## src/rtl/note_table_sequencer_pkg.sv

```systemverilog
// Shared state encoding and end-of-table detection for the note-table sequencer.
package note_seq_pkg;

    localparam int unsigned MAX_FIELD_W = 32;

    typedef enum logic [2:0] {
        IDLE,
        FETCH,
        WAIT,
        PRESENT,
        DONE
    } state_t;

    // True when the low w bits of x are all ones; fixed loop bound keeps it synthesizable.
    function automatic logic is_end_mark(input logic [MAX_FIELD_W-1:0] x, input int unsigned w);
        logic all_ones;
        all_ones = 1'b1;
        for (int unsigned i = 0; i < MAX_FIELD_W; i++) begin
            if ((i < w) && !x[i]) begin
                all_ones = 1'b0;
            end
        end
        return all_ones;
    endfunction

endpackage

```

## src/rtl/note_table_sequencer_rd_latency_pipe.sv

```systemverilog
// Delays the ROM read strobe by RD_LAT cycles to mark the cycle in which ROM data is valid.
module rd_latency_pipe
    import note_seq_pkg::*;
#(
    parameter int unsigned RD_LAT = 1
) (
    input  logic clk_i,
    input  logic rst_i,
    input  logic clr_i,
    input  logic rd_i,
    output logic capture_o
);

    logic [RD_LAT-1:0] pipe_q;

    always_ff @(posedge clk_i) begin
        if (rst_i || clr_i) begin
            pipe_q <= '0;
        end else begin
            pipe_q[0] <= rd_i;
            for (int unsigned i = 1; i < RD_LAT; i++) begin
                pipe_q[i] <= pipe_q[i-1];
            end
        end
    end

    assign capture_o = pipe_q[RD_LAT-1];

endmodule

```

## src/rtl/note_table_sequencer.sv

```systemverilog
// Walks a note table held in external synchronous ROMs, presenting one entry per valid/ready handshake.
module note_table_sequencer
    import note_seq_pkg::*;
#(
    parameter int unsigned N_ENTRIES    = 16,
    parameter int unsigned X_W          = 8,
    parameter int unsigned Y_W          = 8,
    parameter int unsigned ID_W         = 2,
    parameter int unsigned RD_LAT       = 1,
    parameter bit          WRAP         = 1'b0,
    parameter bit          USE_END_MARK = 1'b1,
    localparam int unsigned IDX_W       = $clog2(N_ENTRIES)
) (
    input  logic             clock,
    input  logic             reset,
    input  logic             start,
    input  logic             stop,
    output logic             tbl_rd,
    output logic [IDX_W-1:0] tbl_addr,
    input  logic [X_W-1:0]   tbl_x,
    input  logic [Y_W-1:0]   tbl_y,
    input  logic [ID_W-1:0]  tbl_id,
    output logic             out_valid,
    input  logic             out_ready,
    output logic [X_W-1:0]   out_x,
    output logic [Y_W-1:0]   out_y,
    output logic [ID_W-1:0]  out_id,
    output logic [IDX_W-1:0] out_idx,
    output logic             out_last,
    output logic             busy,
    output logic             done
);

    localparam logic [IDX_W-1:0] LAST_IDX = IDX_W'(N_ENTRIES - 1);

    state_t           state_q;
    logic [IDX_W-1:0] idx_q;
    logic             tbl_rd_q;
    logic             out_valid_q;
    logic [X_W-1:0]   out_x_q;
    logic [Y_W-1:0]   out_y_q;
    logic [ID_W-1:0]  out_id_q;
    logic [IDX_W-1:0] out_idx_q;
    logic             out_last_q;
    logic             busy_q;
    logic             done_q;

    logic             capture;
    logic             mark_d;
    logic             at_last_d;
    logic [IDX_W-1:0] idx_d;

    rd_latency_pipe #(
        .RD_LAT(RD_LAT)
    ) u_rd_pipe (
        .clk_i    (clock),
        .rst_i    (reset),
        .clr_i    (stop),
        .rd_i     (tbl_rd_q),
        .capture_o(capture)
    );

    // idx_d saturates back to 0 at the last entry, so non-power-of-two depths never overrun.
    always_comb begin
        mark_d    = USE_END_MARK && is_end_mark(MAX_FIELD_W'(tbl_x), X_W);
        at_last_d = (idx_q == LAST_IDX);
        idx_d     = at_last_d ? '0 : idx_q + IDX_W'(1);
    end

    always_ff @(posedge clock) begin
        if (reset) begin
            state_q     <= IDLE;
            idx_q       <= '0;
            tbl_rd_q    <= 1'b0;
            out_valid_q <= 1'b0;
            out_x_q     <= '0;
            out_y_q     <= '0;
            out_id_q    <= '0;
            out_idx_q   <= '0;
            out_last_q  <= 1'b0;
            busy_q      <= 1'b0;
            done_q      <= 1'b0;
        end else begin
            tbl_rd_q <= 1'b0;
            done_q   <= 1'b0;
            if (stop) begin
                if (state_q != IDLE) begin
                    state_q     <= IDLE;
                    out_valid_q <= 1'b0;
                    busy_q      <= 1'b0;
                end
            end else begin
                unique case (state_q)
                    IDLE: begin
                        if (start) begin
                            idx_q    <= '0;
                            tbl_rd_q <= 1'b1;
                            busy_q   <= 1'b1;
                            state_q  <= FETCH;
                        end
                    end
                    FETCH: begin
                        state_q <= WAIT;
                    end
                    WAIT: begin
                        if (capture) begin
                            if (mark_d) begin
                                // An end marker at index 0 under WRAP would loop forever on an empty table.
                                if (WRAP && (idx_q != '0)) begin
                                    idx_q    <= '0;
                                    tbl_rd_q <= 1'b1;
                                    state_q  <= FETCH;
                                end else begin
                                    done_q  <= 1'b1;
                                    state_q <= DONE;
                                end
                            end else begin
                                out_x_q     <= tbl_x;
                                out_y_q     <= tbl_y;
                                out_id_q    <= tbl_id;
                                out_idx_q   <= idx_q;
                                out_last_q  <= !WRAP && at_last_d;
                                out_valid_q <= 1'b1;
                                state_q     <= PRESENT;
                            end
                        end
                    end
                    PRESENT: begin
                        if (out_ready) begin
                            out_valid_q <= 1'b0;
                            if (!at_last_d || WRAP) begin
                                idx_q    <= idx_d;
                                tbl_rd_q <= 1'b1;
                                state_q  <= FETCH;
                            end else begin
                                done_q  <= 1'b1;
                                state_q <= DONE;
                            end
                        end
                    end
                    DONE: begin
                        busy_q  <= 1'b0;
                        state_q <= IDLE;
                    end
                    default: begin
                        state_q <= IDLE;
                    end
                endcase
            end
        end
    end

    assign tbl_rd    = tbl_rd_q;
    assign tbl_addr  = idx_q;
    assign out_valid = out_valid_q;
    assign out_x     = out_x_q;
    assign out_y     = out_y_q;
    assign out_id    = out_id_q;
    assign out_idx   = out_idx_q;
    assign out_last  = out_last_q;
    assign busy      = busy_q;
    assign done      = done_q;

endmodule

```

## config.mk

```make
export PLATFORM = sky130hd
export DESIGN_NAME = note_table_sequencer
export DESIGN_NICKNAME = d
export VERILOG_FILES = /design/src/rtl/note_table_sequencer_pkg.sv /design/src/rtl/note_table_sequencer_rd_latency_pipe.sv /design/src/rtl/note_table_sequencer.sv
export SDC_FILE = /design/constraint.sdc
export NUM_CORES = 1
export LEC_CHECK = 0
export CORE_MARGIN = 2
export CORE_UTILIZATION = 44
export DETAILED_ROUTE_END_ITERATION = 8
export PLACE_DENSITY = 0.79
export SLEW_MARGIN = 30
export SYNTH_ARGS = -nofsm -noshare
export SYNTH_HDL_FRONTEND = slang
export SYNTH_SLANG_ARGS = --single-unit
```

## constraint.sdc

```tcl
create_clock -name clock -period 1.9 [get_ports clock]
set_input_delay 0.19 -clock clock [delete_from_list [all_inputs] [get_ports clock]]
set_output_delay 0.19 -clock clock [all_outputs]
set_load 0.02 [all_outputs]
```

==> metrics.csv, run 1 <==
metric,value,unit
outcome,"complete, no violations",
Net Switching,0.308,mW
XOR/XNOR Fraction of Synth Area,0,%
cell area power density,657,nW/um2
# resized after CTS,0,
Synth Warn #,0,
Die W,62.8,um
Slew Limit Fails,0,
DP Area,2090,um2
largest family of logic cells by synthesized area,simple AND/OR/NAND/NOR gates,
hold path depth,3,
via count,1319,
clock share of power,38.7,%
CP Launch Type,register,
CP Max Fanout,6,
final setup vio count,0,
mapped cell area,1520,um2
CTS tree,yes,
Sw Share,21.5,%
layout cells sized above 1,8.06,%
Max VDD drop,0.441,mV
most frequent cells in the layout,"clkdlybuf4s50_1, dfxtp_1, nor2_1, mux2i_1",
crit-path max cell delay,510,ps
largest net degree at the start of global routing,31,
family with the most delay on the worst path,simple AND/OR/NAND/NOR gates,
CTS Sinks,35,
worst slew pin tran,449,ps
Ant. Diodes,0,
register area share after synthesis,46.1,%
worst hold path class,in -> reg,
Post-Layout Cell Count,257,
area of the die,3940,um2
Rows,21,
CTS Buf Count,5,
RSZ-0062 raised after global routing,no,
I/O Buffers,53,
WP data arrival,2030,ps
"Clk pin slew, worst setup/hold paths",110,ps
"Hold-fix buffers, CTS",0,
nets@finish,234,
Reg power frac,52.5,%
Crit. path cell count,5,
Mapped Cells,155,
clk buf depth,2,
dpl cells,249,
gp weighted congestion,0.936,
detailed-router iteration count before antenna repair,4,
Post-synth EDFFs,0,
effective utilization at floorplan,45.6,%
Post-Synth Adder-Cell Area,0.823,%
Comb pwr share,8.8,%
core area,3340,um2
layout overhead on the synthesized area,43.1,%
R2R depth,5,
remaining global-route overflow,0,
DR iter-0 viols,34,
die height,62.8,um
post-synthesis mux area share,16.5,%
Max Clk Rate,568,MHz
DRT Wirelength,3470,um
WL per Instance,13.5,um
Required @ worst endpoint,2170,ps
Yosys reg bits,35,
Setup Buffers After CTS,0,
vias in the first global route,1256,
Slew Limit Headroom,70.0,%
Main synth FF type,dfxtp_1,
overall global routing resource usage,18.0,%
"Core Util, Final",65.2,%
Int Power,1.12,mW
antenna violations before repair,0,
Fin Setup TNS,0,ps
# Max-Cap Violations,0,
synth unique cells,39,
Critical Path End Type,register,
CP Buf/Inv Count,0,
Slowest cell on crit path,or4b_1,
hpwl dp,2540,um
simple-gate area share of the yosys netlist,20.9,%
Period minus WS final,1760,ps
drt drc,0,
Finished Cell Area,2180,um2
Via density,5.13,
Root Driver,clkbuf_4,
clk_skew,5.45,ps
crit path cell chain,"ha_1, and3_1, o21a_1, or4b_1, o21ai_1",
H-Tree Depth,2,
first-pass GRT wire length,5660,um
CP Class,reg -> reg,
async set or reset register ratio after synthesis,0,%
"commonest non-fill, non-tap cell in the layout",clkdlybuf4s50_1,
Skew-Pair Late Insertion Delay,330,ps
IO Count,54,
leakage power,0.939,nW
Syn Area/Cell,9.81,um2
DRT antenna net count,0,
Final Cycle Share,92.7,%
"Hold Violations, Final",0,
Compound-Gate Fraction of Synth Area,11.2,%
syn_nets,179,
[flip-flops by register name, indices dropped and copies added, names as in the netlist]
| signal | cells |
|---|---|
| state_q | 3 |
| out_idx | 4 |
| out_id | 2 |
| busy | 1 |
| out_valid | 1 |
| tbl_addr | 4 |
| out_x | 8 |
| out_y | 8 |
| tbl_rd | 1 |
| done | 1 |
| u_rd_pipe.capture_o | 1 |
| out_last | 1 |
[power by group through the flow]
stage | registers (mW) | logic (mW) | clock network (mW)
2_1_floorplan | 0.768 | 0.0515 | 0
3_3_place_gp | 0.766 | 0.122 | 0
3_5_place_dp | 0.767 | 0.125 | 0
4_1_cts | 0.750 | 0.126 | 0.566
5_1_grt | 0.752 | 0.135 | 0.598
6_report | 0.750 | 0.125 | 0.554
[layer usage]
layer,share of wire [%],global-route usage (%),wire [um]
met5,0,0,0
met4,2.5,8.89,87
met3,3.5,4.68,122
met2,49,30.6,1700
met1,45,21.0,1550
[worst min-delay path: cells and delay by family]
kind	cells	cell delay, ps
simple gates	1	50
mux	1	120
buf+inv	1	390
[cell families after synthesis]
logic type,count (synthesis)
flops,35
buf+inv,11
compound gates,22
fa+ha+maj,1
simple gates,61
mux,25
[path summary, 6_finish.rpt]
check	from	slack (ps)	to
max	tbl_addr[0]	140	tbl_addr[0]
min	tbl_y[6]	460	out_y[6]
max reg2reg	tbl_addr[0]	140	tbl_addr[0]
min reg2reg	tbl_rd	480	u_rd_pipe.capture_o
[Yosys cell counts (all sizes together), types with 3 or more instances]
cell type  instances  share of area (%)
mux2i             25                 16
a31oi              3                1.2
a21oi              4                1.3
nand3              4                1.3
o21ai              4                1.3
nor3b              4                2.0
clkbuf             3               0.74
dfxtp             35                 46
buf                6                3.3
nand2              6                1.6
nand2b             3                1.2
nor2              30                7.4
[area by class of cell]
| cell class | instances | area, um2 |
|---|---|---|
| multi-input combinational | 109 | 751 |
| sequential | 35 | 701 |
| clock inverter | 2 | 35.0 |
| fill | 287 | 1160 |
| inverter | 2 | 7.51 |
| timing repair buffer | 57 | 573 |
| tap | 46 | 57.6 |
| clock buffer | 6 | 51.3 |
[per-stage QoR]
stage	power (mW)	hold slack [ps]	worst slack (ps)
finish	1.43	458	138
global route	1.48	475	26.3
CTS	1.44	451	146
detailed placement	0.892	472	42.0
global placement	0.888	465	25.7
floorplan	0.820	334	222
No activity file was read; power rests on OpenSTA's default activity.
==> run 2, diff against run 1 <==
--- a/config.mk
+++ b/config.mk
@@ -8,8 +8,10 @@
 export CORE_MARGIN = 2
 export CORE_UTILIZATION = 44
 export DETAILED_ROUTE_END_ITERATION = 8
-export PLACE_DENSITY = 0.79
+export GPL_ROUTABILITY_DRIVEN = 0
+export PLACE_DENSITY = 0.78
 export SLEW_MARGIN = 30
 export SYNTH_ARGS = -nofsm -noshare
 export SYNTH_HDL_FRONTEND = slang
+export SYNTH_HIERARCHICAL = 1
 export SYNTH_SLANG_ARGS = --single-unit
==> metrics.csv, run 2 <==
metric,value,unit,change
outcome,"complete, no violations",,
final setup vio count,0,,unchanged
detailed-router iteration count before antenna repair,4,,unchanged
Slew Limit Headroom,61.0,%,-9.0 points
reg2reg setup slack,210,ps,+70 ps
core area,3360,um2,+0.79%
FF-to-FF End,tbl_addr[3],,
Ant. Diodes,0,,unchanged
worst slew pin tran,585,ps,+135 ps
"Core Util, Final",66.7,%,+1.5 points
async set or reset register ratio after synthesis,0,%,unchanged
CTS Buf Count,5,,unchanged
hold path endpoint,out_y[7],,
register area share after synthesis,45.0,%,-1.1 points
remaining global-route overflow,0,,unchanged
# fillers,317,,+10%
hold path depth,3,,unchanged
Max VDD drop,0.481,mV,+9.0%
family with the most delay on the worst path,simple AND/OR/NAND/NOR gates,,
Slowest cell on crit path,or4_1,,
Syn Area/Cell,8.28,um2,-16%
Period minus WS final,1690,ps,-72.8 ps
Rows,21,,unchanged
Final Cycle Share,88.9,%,-3.8 points
vias in the first global route,1411,,+12%
R2R depth,5,,unchanged
most frequent cell after synthesis,dfxtp_1,,
most frequent cells in the layout,"clkdlybuf4s50_1, dfxtp_1, a21oi_1, o21ai_0, nand3_1",,
antenna violations before repair,0,,unchanged
largest net degree at the start of global routing,25,,-19%
layout overhead on the synthesized area,44.1,%,
hold_sp,tbl_y[7],,
DRT Wirelength,4110,um,+19%
RSZ-0062 raised after global routing,no,,
crit-path max cell delay,520,ps,about the same
nets@finish,266,,+14%
Setup Buffers After CTS,0,,unchanged
H-Tree Depth,2,,unchanged
WL per Instance,14.2,um,+5.4%
mapped cell area,1560,um2,+2.4%
Post-synth top cells,"dfxtp_1, a21oi_1, o21ai_0, nand3_1, clkbuf_1",,
CTS Sinks,35,,unchanged
clk_skew,9.77,ps,+4.32 ps
"commonest non-fill, non-tap cell in the layout",clkdlybuf4s50_1,,
cell taking the most area after synthesis,dfxtp_1,,
Mapped Cells,188,,+21%
layout cells sized above 1,9.05,%,+1.0 points
Synth Warn #,6,,+6
die height,63.5,um,+1.1%
RR Startpoint,tbl_addr[0],,
syn_nets,212,,+18%
CP Max Fanout,8,,+2
Skew-Pair Late Insertion Delay,340,ps,about the same
DR iter-0 viols,76,,+120%
# resized after CTS,0,,unchanged
IO Count,54,,unchanged
area of the die,4030,um2,+2.2%
CP Class,reg -> reg,,
leakage power,0.733,nW,-22%
CP Buf/Inv Count,0,,unchanged
I/O Buffers,53,,unchanged
drt drc,0,,unchanged
worst hold path class,in -> reg,,
crit path cell chain,"ha_1, nand3_1, a41oi_2, or4_1, a21oi_1",,
WP data arrival,1960,ps,-70 ps
via count,1587,,+20%
CTS tree,yes,,
"Clk pin slew, worst setup/hold paths",110,ps,about the same
Yosys reg bits,35,,unchanged
Root Driver,clkbuf_4,,
DRT antenna net count,0,,unchanged
# Max-Cap Violations,0,,unchanged
synth unique cells,36,,-7.7%
Slew Limit Fails,0,,unchanged
hpwl dp,2790,um,+9.6%
Post-synth EDFFs,0,,unchanged
Max Clk Rate,592,MHz,+4.3%
cell area power density,686,nW/um2,+4.4%
Via density,5.49,,+7.0%
"Hold-fix buffers, CTS",0,,unchanged
top post-synthesis cells by area,"dfxtp_1, a21oi_1, o21ai_0, nand3_1, clkbuf_1",,
overall global routing resource usage,21.4,%,+3.4 points
Die W,63.5,um,+1.1%
Required @ worst endpoint,2170,ps,about the same
Critical Path End Type,register,,
clk buf depth,2,,unchanged
"Hold Violations, Final",0,,unchanged
CP Launch Type,register,,
Main synth FF type,dfxtp_1,,
Fin Setup TNS,0,ps,unchanged
top-area cell type share of the netlist area,45.0,%,-1.1 points
first-pass GRT wire length,6840,um,+21%
effective utilization at floorplan,46.3,%,+0.72 points
run 2: final cells by class:
class | count | area, um2 | area share [%]
Multi-Input combinational cell | 134 | 762 | 34.0
Sequential cell | 35 | 701 | 31.3
Timing Repair Buffer | 64 | 613 | 27.3
Clock inverter | 2 | 60.1 | 2.68
Tap cell | 46 | 57.6 | 2.57
Clock buffer | 6 | 41.3 | 1.84
Inverter | 2 | 7.51 | 0.335
run 2: logic make-up after synthesis:
logic type | count (synthesis) | share of synthesized area, %
AOI/OAI and AO/OA | 70 | 25.2
DFF | 35 | 45.0
buffers and inverters | 19 | 6.03
adders and majority gates | 1 | 0.804
and+or+nand+nor | 63 | 23.0
run 2: where the power goes:
group          internal (mW)  switching [mW]
sequential             0.739         0.00710
clock                  0.411           0.251
combinational         0.0704          0.0598
run 2: how the worst max path moves through the flow:
stage | startpoint | to | slack, ps | depth (start not counted)
global route | tbl_addr[0] | tbl_addr[3] | 90 | 5
floorplan | tbl_addr[0] | tbl_addr[3] | 260 | 5
finish | tbl_addr[0] | tbl_addr[3] | 210 | 5
detailed placement | stop | out_x[7] | 120 | 6
CTS | tbl_addr[0] | tbl_addr[3] | 210 | 5
global placement | stop | out_idx[1] | 160 | 6
run 2: layer usage:
metal	share of wire, %	GRT usage, %
met2	47	31.4
met5	0	0
met1	45	28.5
met4	0.66	6.79
met3	7.7	8.75
run 2: worst min-delay path: stages:
cell and delay (ps):
clkdlybuf4s50_1 400, nand3_1 60, a21oi_1 50
run 2: through the flow:
stage / std cells / power, mW / setup WS, ps / cell area [um2] / hold WS, ps
4_1_cts: 289 / 1.55 / 207 / 2240 / 389
5_1_grt: 289 / 1.61 / 88.4 / 2240 / 377
3_5_place_dp: 281 / 0.892 / 123 / 2140 / 465
2_1_floorplan: 188 / 0.817 / 256 / 1560 / 259
6_report: 289 / 1.54 / 211 / 2240 / 401
3_3_place_gp: 281 / 0.891 / 159 / 2140 / 459
